## src/rtl/mlp_pkg.sv

```systemverilog
// Shared definitions for the streaming MLP neuron.
//   - act_mode encodings (ACT_NONE / ACT_RELU / ACT_LEAKY; code 3 behaves as none)
//   - LEAKY_SHIFT: arithmetic right shift applied to negative values in leaky mode
//   - state_t: neuron FSM states
//   - sat_add(): signed add with clamp to a given width, returns {clip, sum}
package mlp_pkg;

  localparam logic [1:0] ACT_NONE  = 2'd0;
  localparam logic [1:0] ACT_RELU  = 2'd1;
  localparam logic [1:0] ACT_LEAKY = 2'd2;

  localparam int LEAKY_SHIFT = 3;

  // Wide enough for any supported accumulator width; operands are
  // sign-extended into it so the raw sum can never wrap.
  localparam int SAT_CALC_W = 64;

  typedef enum logic [1:0] {
    ST_IDLE  = 2'd0,
    ST_ACCUM = 2'd1,
    ST_EMIT  = 2'd2
  } state_t;

  typedef struct packed {
    logic                          clip;
    logic signed [SAT_CALC_W-1:0]  sum;
  } sat_res_t;

  // Adds a and b, then clamps the result to a signed range of 'width' bits.
  // 'width' must be a constant below SAT_CALC_W so the clamp logic folds away.
  function automatic sat_res_t sat_add(input logic signed [SAT_CALC_W-1:0] a,
                                       input logic signed [SAT_CALC_W-1:0] b,
                                       input int                           width);
    logic signed [SAT_CALC_W-1:0] raw;
    logic signed [SAT_CALC_W-1:0] lim_hi;
    logic signed [SAT_CALC_W-1:0] lim_lo;
    sat_res_t                     res;
    raw    = a + b;
    lim_hi = (SAT_CALC_W'(64'sd1) <<< (width - 1)) - SAT_CALC_W'(64'sd1);
    lim_lo = -lim_hi - SAT_CALC_W'(64'sd1);
    if (raw > lim_hi) begin
      res.clip = 1'b1;
      res.sum  = lim_hi;
    end else if (raw < lim_lo) begin
      res.clip = 1'b1;
      res.sum  = lim_lo;
    end else begin
      res.clip = 1'b0;
      res.sum  = raw;
    end
    return res;
  endfunction

endpackage

```

## src/rtl/mlp_act_unit.sv

```systemverilog
// Combinational activation and output narrowing for one neuron.
//   i_acc   [ACC_W] signed accumulator value
//   i_mode  [2]     activation select (none / ReLU / leaky; 3 acts as none)
//   o_data  [OUT_W] activated value clamped to the signed OUT_W range
module mlp_act_unit
  import mlp_pkg::*;
#(
  parameter int ACC_W = 16,
  parameter int OUT_W = 8
) (
  input  logic signed [ACC_W-1:0] i_acc,
  input  logic        [1:0]       i_mode,
  output logic signed [OUT_W-1:0] o_data
);

  localparam logic signed [ACC_W-1:0] OUT_MAX =
    {{(ACC_W - OUT_W + 1){1'b0}}, {(OUT_W - 1){1'b1}}};
  localparam logic signed [ACC_W-1:0] OUT_MIN =
    {{(ACC_W - OUT_W + 1){1'b1}}, {(OUT_W - 1){1'b0}}};

  logic                    w_neg;
  logic                    w_zero;
  logic signed [ACC_W-1:0] w_f;

  assign w_neg  = i_acc[ACC_W-1];
  assign w_zero = (i_acc == '0);

  // NOTE: every signal driven in always_comb gets a default first, so no
  // path through the case can leave it unassigned and infer a latch.
  always_comb begin
    w_f = i_acc;
    unique case (i_mode)
      ACT_RELU:  if (w_neg || w_zero) w_f = '0;
      // >>> on a signed operand rounds toward -inf, as leaky mode requires.
      ACT_LEAKY: if (w_neg) w_f = i_acc >>> LEAKY_SHIFT;
      default:   w_f = i_acc;
    endcase
  end

  always_comb begin
    if (w_f > OUT_MAX)      o_data = OUT_W'(OUT_MAX);
    else if (w_f < OUT_MIN) o_data = OUT_W'(OUT_MIN);
    else                    o_data = OUT_W'(w_f);
  end

endmodule

```

## src/rtl/mlp_neuron_stream.sv

```systemverilog
// Streaming neuron: accumulates LEN signed products x*w onto a per-vector
// bias with a saturating accumulator, then presents the activated, narrowed
// result and holds it until the consumer accepts it.
//   clk, rst_n            clock, asynchronous active-low reset
//   in_valid / in_ready   operand beat handshake
//   in_x, in_w            signed operands (IN_W, W_W)
//   bias, act_mode        sampled on the first beat of each vector
//   out_valid / out_ready result handshake
//   out_data              activated, saturated result (OUT_W)
//   out_acc               raw accumulator value (ACC_W)
//   out_sat               accumulator clipped at least once in this vector
module mlp_neuron_stream
  import mlp_pkg::*;
#(
  parameter int IN_W  = 4,
  parameter int W_W   = 4,
  parameter int ACC_W = 16,
  parameter int OUT_W = 8,
  parameter int LEN   = 8
) (
  input  logic                    clk,
  input  logic                    rst_n,
  input  logic                    in_valid,
  output logic                    in_ready,
  input  logic signed [IN_W-1:0]  in_x,
  input  logic signed [W_W-1:0]   in_w,
  input  logic signed [ACC_W-1:0] bias,
  input  logic        [1:0]       act_mode,
  output logic                    out_valid,
  input  logic                    out_ready,
  output logic signed [OUT_W-1:0] out_data,
  output logic signed [ACC_W-1:0] out_acc,
  output logic                    out_sat
);

  localparam int PROD_W = IN_W + W_W;
  localparam int CNT_W  = $clog2(LEN + 1);

  state_t                  r_state;
  state_t                  w_state_next;
  logic [CNT_W-1:0]        r_count;
  logic signed [ACC_W-1:0] r_acc;
  logic [1:0]              r_mode;
  logic                    r_sat;

  logic                     w_beat;
  logic                     w_first;
  logic                     w_last;
  logic signed [PROD_W-1:0] w_prod;
  logic signed [ACC_W-1:0]  w_base;
  sat_res_t                 w_add;
  logic signed [ACC_W-1:0]  w_sum;
  logic                     w_sat_next;
  logic [1:0]               w_mode;
  logic signed [OUT_W-1:0]  w_act_data;

  assign in_ready  = (r_state != ST_EMIT);
  assign out_valid = (r_state == ST_EMIT);
  assign w_beat    = in_valid && in_ready;
  assign w_first   = (r_state == ST_IDLE);
  assign w_last    = w_first ? (LEN == 1) : (r_count == CNT_W'(LEN - 1));

  // Size casts sign-extend both operands so the product keeps full width.
  assign w_prod = PROD_W'(in_x) * PROD_W'(in_w);

  // The first beat of a vector starts from the bias, later beats from acc.
  assign w_base     = w_first ? bias : r_acc;
  assign w_add      = sat_add(SAT_CALC_W'(w_base), SAT_CALC_W'(w_prod), ACC_W);
  assign w_sum      = w_add.sum[ACC_W-1:0];
  assign w_sat_next = w_add.clip || (!w_first && r_sat);
  assign w_mode     = w_first ? act_mode : r_mode;

  // Fed from the value being written into acc, so the activated result is
  // ready to register in the same edge that enters EMIT.
  mlp_act_unit #(
    .ACC_W (ACC_W),
    .OUT_W (OUT_W)
  ) u_act (
    .i_acc  (w_sum),
    .i_mode (w_mode),
    .o_data (w_act_data)
  );

  always_comb begin
    w_state_next = r_state;
    unique case (r_state)
      ST_IDLE, ST_ACCUM: begin
        if (w_beat) w_state_next = w_last ? ST_EMIT : ST_ACCUM;
      end
      ST_EMIT: begin
        if (out_ready) w_state_next = ST_IDLE;
      end
      default: w_state_next = ST_IDLE;
    endcase
  end

  // NOTE: sequential state uses non-blocking assignments so every register
  // samples the pre-edge values regardless of statement order.
  always_ff @(posedge clk or negedge rst_n) begin
    if (!rst_n) begin
      r_state  <= ST_IDLE;
      r_count  <= '0;
      r_acc    <= '0;
      r_mode   <= ACT_NONE;
      r_sat    <= 1'b0;
      out_data <= '0;
      out_acc  <= '0;
      out_sat  <= 1'b0;
    end else begin
      r_state <= w_state_next;
      if (w_beat) begin
        r_acc   <= w_sum;
        r_sat   <= w_sat_next;
        r_count <= w_first ? CNT_W'(1) : r_count + CNT_W'(1);
        if (w_first) r_mode <= act_mode;
        if (w_last) begin
          out_data <= w_act_data;
          out_acc  <= w_sum;
          out_sat  <= w_sat_next;
        end
      end
    end
  end

endmodule

```

## config.mk

```make
export PLATFORM = sky130hd
export DESIGN_NAME = mlp_neuron_stream
export DESIGN_NICKNAME = d
export VERILOG_FILES = /design/src/rtl/mlp_pkg.sv /design/src/rtl/mlp_act_unit.sv /design/src/rtl/mlp_neuron_stream.sv
export SDC_FILE = /design/constraint.sdc
export NUM_CORES = 1
export LEC_CHECK = 0
export CORE_MARGIN = 2
export CORE_UTILIZATION = 57
export CTS_CLUSTER_SIZE = 30
export DETAILED_ROUTE_END_ITERATION = 10
export PLACE_DENSITY = 0.79
export REMOVE_ABC_BUFFERS = 1
export SKIP_CTS_REPAIR_TIMING = 1
export SLEW_MARGIN = 20
export SYNTH_ARGS = -nofsm -noshare
export SYNTH_HDL_FRONTEND = slang
export SYNTH_HIERARCHICAL = 1
export SYNTH_SLANG_ARGS = --single-unit
```

## constraint.sdc

```tcl
create_clock -name clk -period 7 [get_ports clk]
set_input_delay 1.4 -clock clk [delete_from_list [all_inputs] [get_ports clk]]
set_output_delay 1.4 -clock clk [all_outputs]
set_load 0.01 [all_outputs]
```

==> run_results.csv <==
group,metric,value,unit
synthesis,syn_inst,516,
synthesis,synth_top_family_by_area,"adder cells",
worst_hold_path,hold_path_class,"flop to flop",
setup_path,worst-r2r-setup-slack,960,ps
clocking,clock_sinks,50,
finish,drive_above_1_share,0.148,
setup_path,path_cells,"clkdlybuf4s50_1 -> nand2_1 -> clkinvlp_4 -> ha_1 -> fa_1 -> inv_1 -> fa_1 -> inv_1 -> ha_1 -> a21o_1 -> a211oi_1 -> o211ai_2 -> o21a_2 -> xnor2_4 -> buf_4 -> maj3_2 -> nor4_1 -> nand2_1 -> o211ai_1 -> a211o_4 -> a211oi_1 -> nand2_1 -> nand2_1",
setup_path,crit_path_end_kind,"flop",
die,start_util,0.593,
setup_path,worstPathRequired,7200,ps
timing,min_period_over_period,0.963,
synthesis,postSynthAreaPerCell,8.97,um^2
route,post_drt_wl_per_cell,16.0,um
synthesis,ys_top_cells_by_area,"dfrtp_1 27%, fa_1 13%, ha_1 11%",
worst_hold_path,holdPathEnd,"out_data[0]",
synthesis,synth_ff_type,"dfrtp_1",
setup_path,path_max_fanout,12,
finish,final_common_cell,"inv_1",
clocking,cts_max_path_buffers,2,
synthesis,synth_edf_count,0,
clocking,clkTransAtPathRegs,100,ps
setup_path,critPathLaunch,"in_x[3]",
grt,overflow,0,
synthesis,synth_simple_gate_area_frac,0.127,
synthesis,synth-xor-area-share,0.0360,
timing,period_needed,6740,ps
setup_path,r2r-end,"out_data[3]",
synthesis,yosys_register_bits,50,
clocking,worst_skew_pair.late_latency,310,ps
finish,multiInputGateArea,0.00302,mm^2
timing,timing.slew.headroom,0.507,
setup_path,cpMaxStageDelayCell,"fa_1",
synthesis,synth_compound_area_frac,0.174,
place,gp_congestion,0.892,
die,rows,32,
die,die-area,0.00886,mm^2
grt,track_usage,0.268,
finish,regArea,0.00125,mm^2
finish,fin_nets,685,
clocking,clock-root-buffer,"clkbuf_8",
timing,fin_setup_tns,0,ps
timing,finalClockSkew,14.6,ps
timing,tightest_slew,734,ps
setup_path,cpMostUsedCell,"nand2_1",
grt,grt_max_degree,51,
synthesis,synth_top_area_share,0.270,
timing,hold_slack,486,ps
finish,final_cell_mix,"79 x inv_1, 60 x nand2_1, 55 x clkdlybuf4s50_1",
place,io_buffer_count,56,
setup_path,regToRegStartpoint,"r_state[0]",
die,core,0.00781,mm^2
die,dieHeight,94.1,um
route,post-route-drc-count,0,
setup_path,path_class,"input pin to flop",
timing,setup_viol,0,
die,die_w,94.1,um
synthesis,syn_area,0.00463,mm^2
route,routed_wl,11.0,mm
synthesis,ys_types,58,
synthesis,yosys.area.top_type,"dfrtp_1",
place,post-place-ws,-74.1,ps
worst_hold_path,min_from,"out_data[0]",
timing,max_freq,148,MHz
grt,grt_pass1_wl,18.9,mm
timing,hold_viol,0,
synthesis,ys_warn_count,6,
route,vias,3901,
synthesis,seq_area_frac_synth,0.270,
setup_path,start_kind,"input pin",
timing,slew_viol_final,0,
grt,first_global_vias,4049,
setup_path,cp.arrival,6940,ps
grt,antenna_found_initial,0,
route,first_pass_iters,5,
run,max_cap_violations,0,
synthesis,synth-adder-area-share,0.242,
route,ant_nets,0,
finish,diodes,0,
setup_path,slowest_delay,560,ps
die,io_pins,57,
status,status,"complete, no violations",
clocking,cts_tree,"yes",
route,drt_iter0_drc,141,
finish,syn_to_final_growth,20.8,%
clocking,h-tree-depth,2,
synthesis,synthMuxAreaShare,0.0627,
clocking,cts_buffers,5,
finish,nFillCells,621,
timing,fin_ws,256,ps
setup_path,worstRegToRegCells,22,
route,vias_per_cell,5.66,
synthesis,async_reset_ff_frac,1.00,
worst_hold_path,hold_path_depth,2,
place,dpl.hpwl,8.69,mm
-- worst max-delay path: cells and delay by family --
family	cells	cell delay, ps
compound gates	7	1310
xor+xnor	1	180
fa+ha+maj	5	2170
buf+inv	5	1060
simple gates	5	790
-- registers in the layout, indices dropped and copies added, names as in the netlist --
register  cells
r_count       4
out_data      8
r_acc        16
out_acc      16
r_mode        2
out_sat       1
r_sat         1
r_state       2
-- synthesized netlist by cell type (2+ instances only) --
master,number
dfrtp_1,50
nand2b_1,3
a21o_1,9
a21o_2,2
nor2_1,32
fa_1,30
nor4_1,3
nor3_1,4
ha_1,39
o21ai_0,28
a21oi_2,5
mux2i_1,2
a211oi_1,7
xor2_1,5
nand2_1,60
buf_4,2
a221oi_1,6
and2_1,9
nand4_1,3
o211ai_1,2
inv_1,80
maj3_2,2
xnor2_1,9
buf_6,4
a31oi_1,4
mux2_2,24
and3_1,2
o21bai_1,8
clkbuf_1,11
nand3_1,5
a21oi_1,37
or3_1,2
a22oi_1,2
-- metrics by stage --
step | cell area [um^2] | utilization | instances
finish | 5590 | 0.716 | 689
global route | 5590 | 0.716 | 689
CTS | 5510 | 0.706 | 685
detailed placement | 5390 | 0.691 | 677
global placement | 5390 | 0.691 | 677
floorplan | 4520 | - | 498
-- metal layers --
layer,up-vias,track usage,wire [um]
met5,-,0,0
met4,0,0.0761,213
met3,16,0.0353,493
met2,108,0.453,5410
met1,1906,0.362,4880
li1,1871,-,-
-- worst max path at each step --
stage / to / slack (ps) / cells past startpoint
final: out_data[3] / 260 / 23
after detailed placement: out_data[5] / -70 / 23
after floorplan: out_data[0] / 210 / 22
after CTS: out_data[5] / 230 / 23
after global placement: out_data[5] / 40 / 23
after global routing: out_data[4] / -160 / 23
-- kinds of logic (layout without fill, tap and decap cells) --
logic type / after synthesis / in the layout
XOR/XNOR: 16 / 16
AO/OA/AOI/OAI: 123 / 123
buffers and inverters: 98 / 169
adder cells (fa/ha/maj): 72 / 72
multiplexers: 26 / 26
flip-flops: 50 / 50
AND/OR/NAND/NOR: 131 / 131
-- final cells by class --
| class | instances | share of cell area |
|---|---|---|
| clock inverter | 2 | 0.00694 |
| inverter | 80 | 0.0544 |
| multi-input combinational | 368 | 0.540 |
| clock buffer | 6 | 0.0148 |
| timing repair buffer | 81 | 0.138 |
| tap | 102 | 0.0228 |
| sequential | 50 | 0.224 |
Power is left out: the tool's default activity adds up to more than one toggle a clock period on the data nets, which glitch-free logic cannot reach.
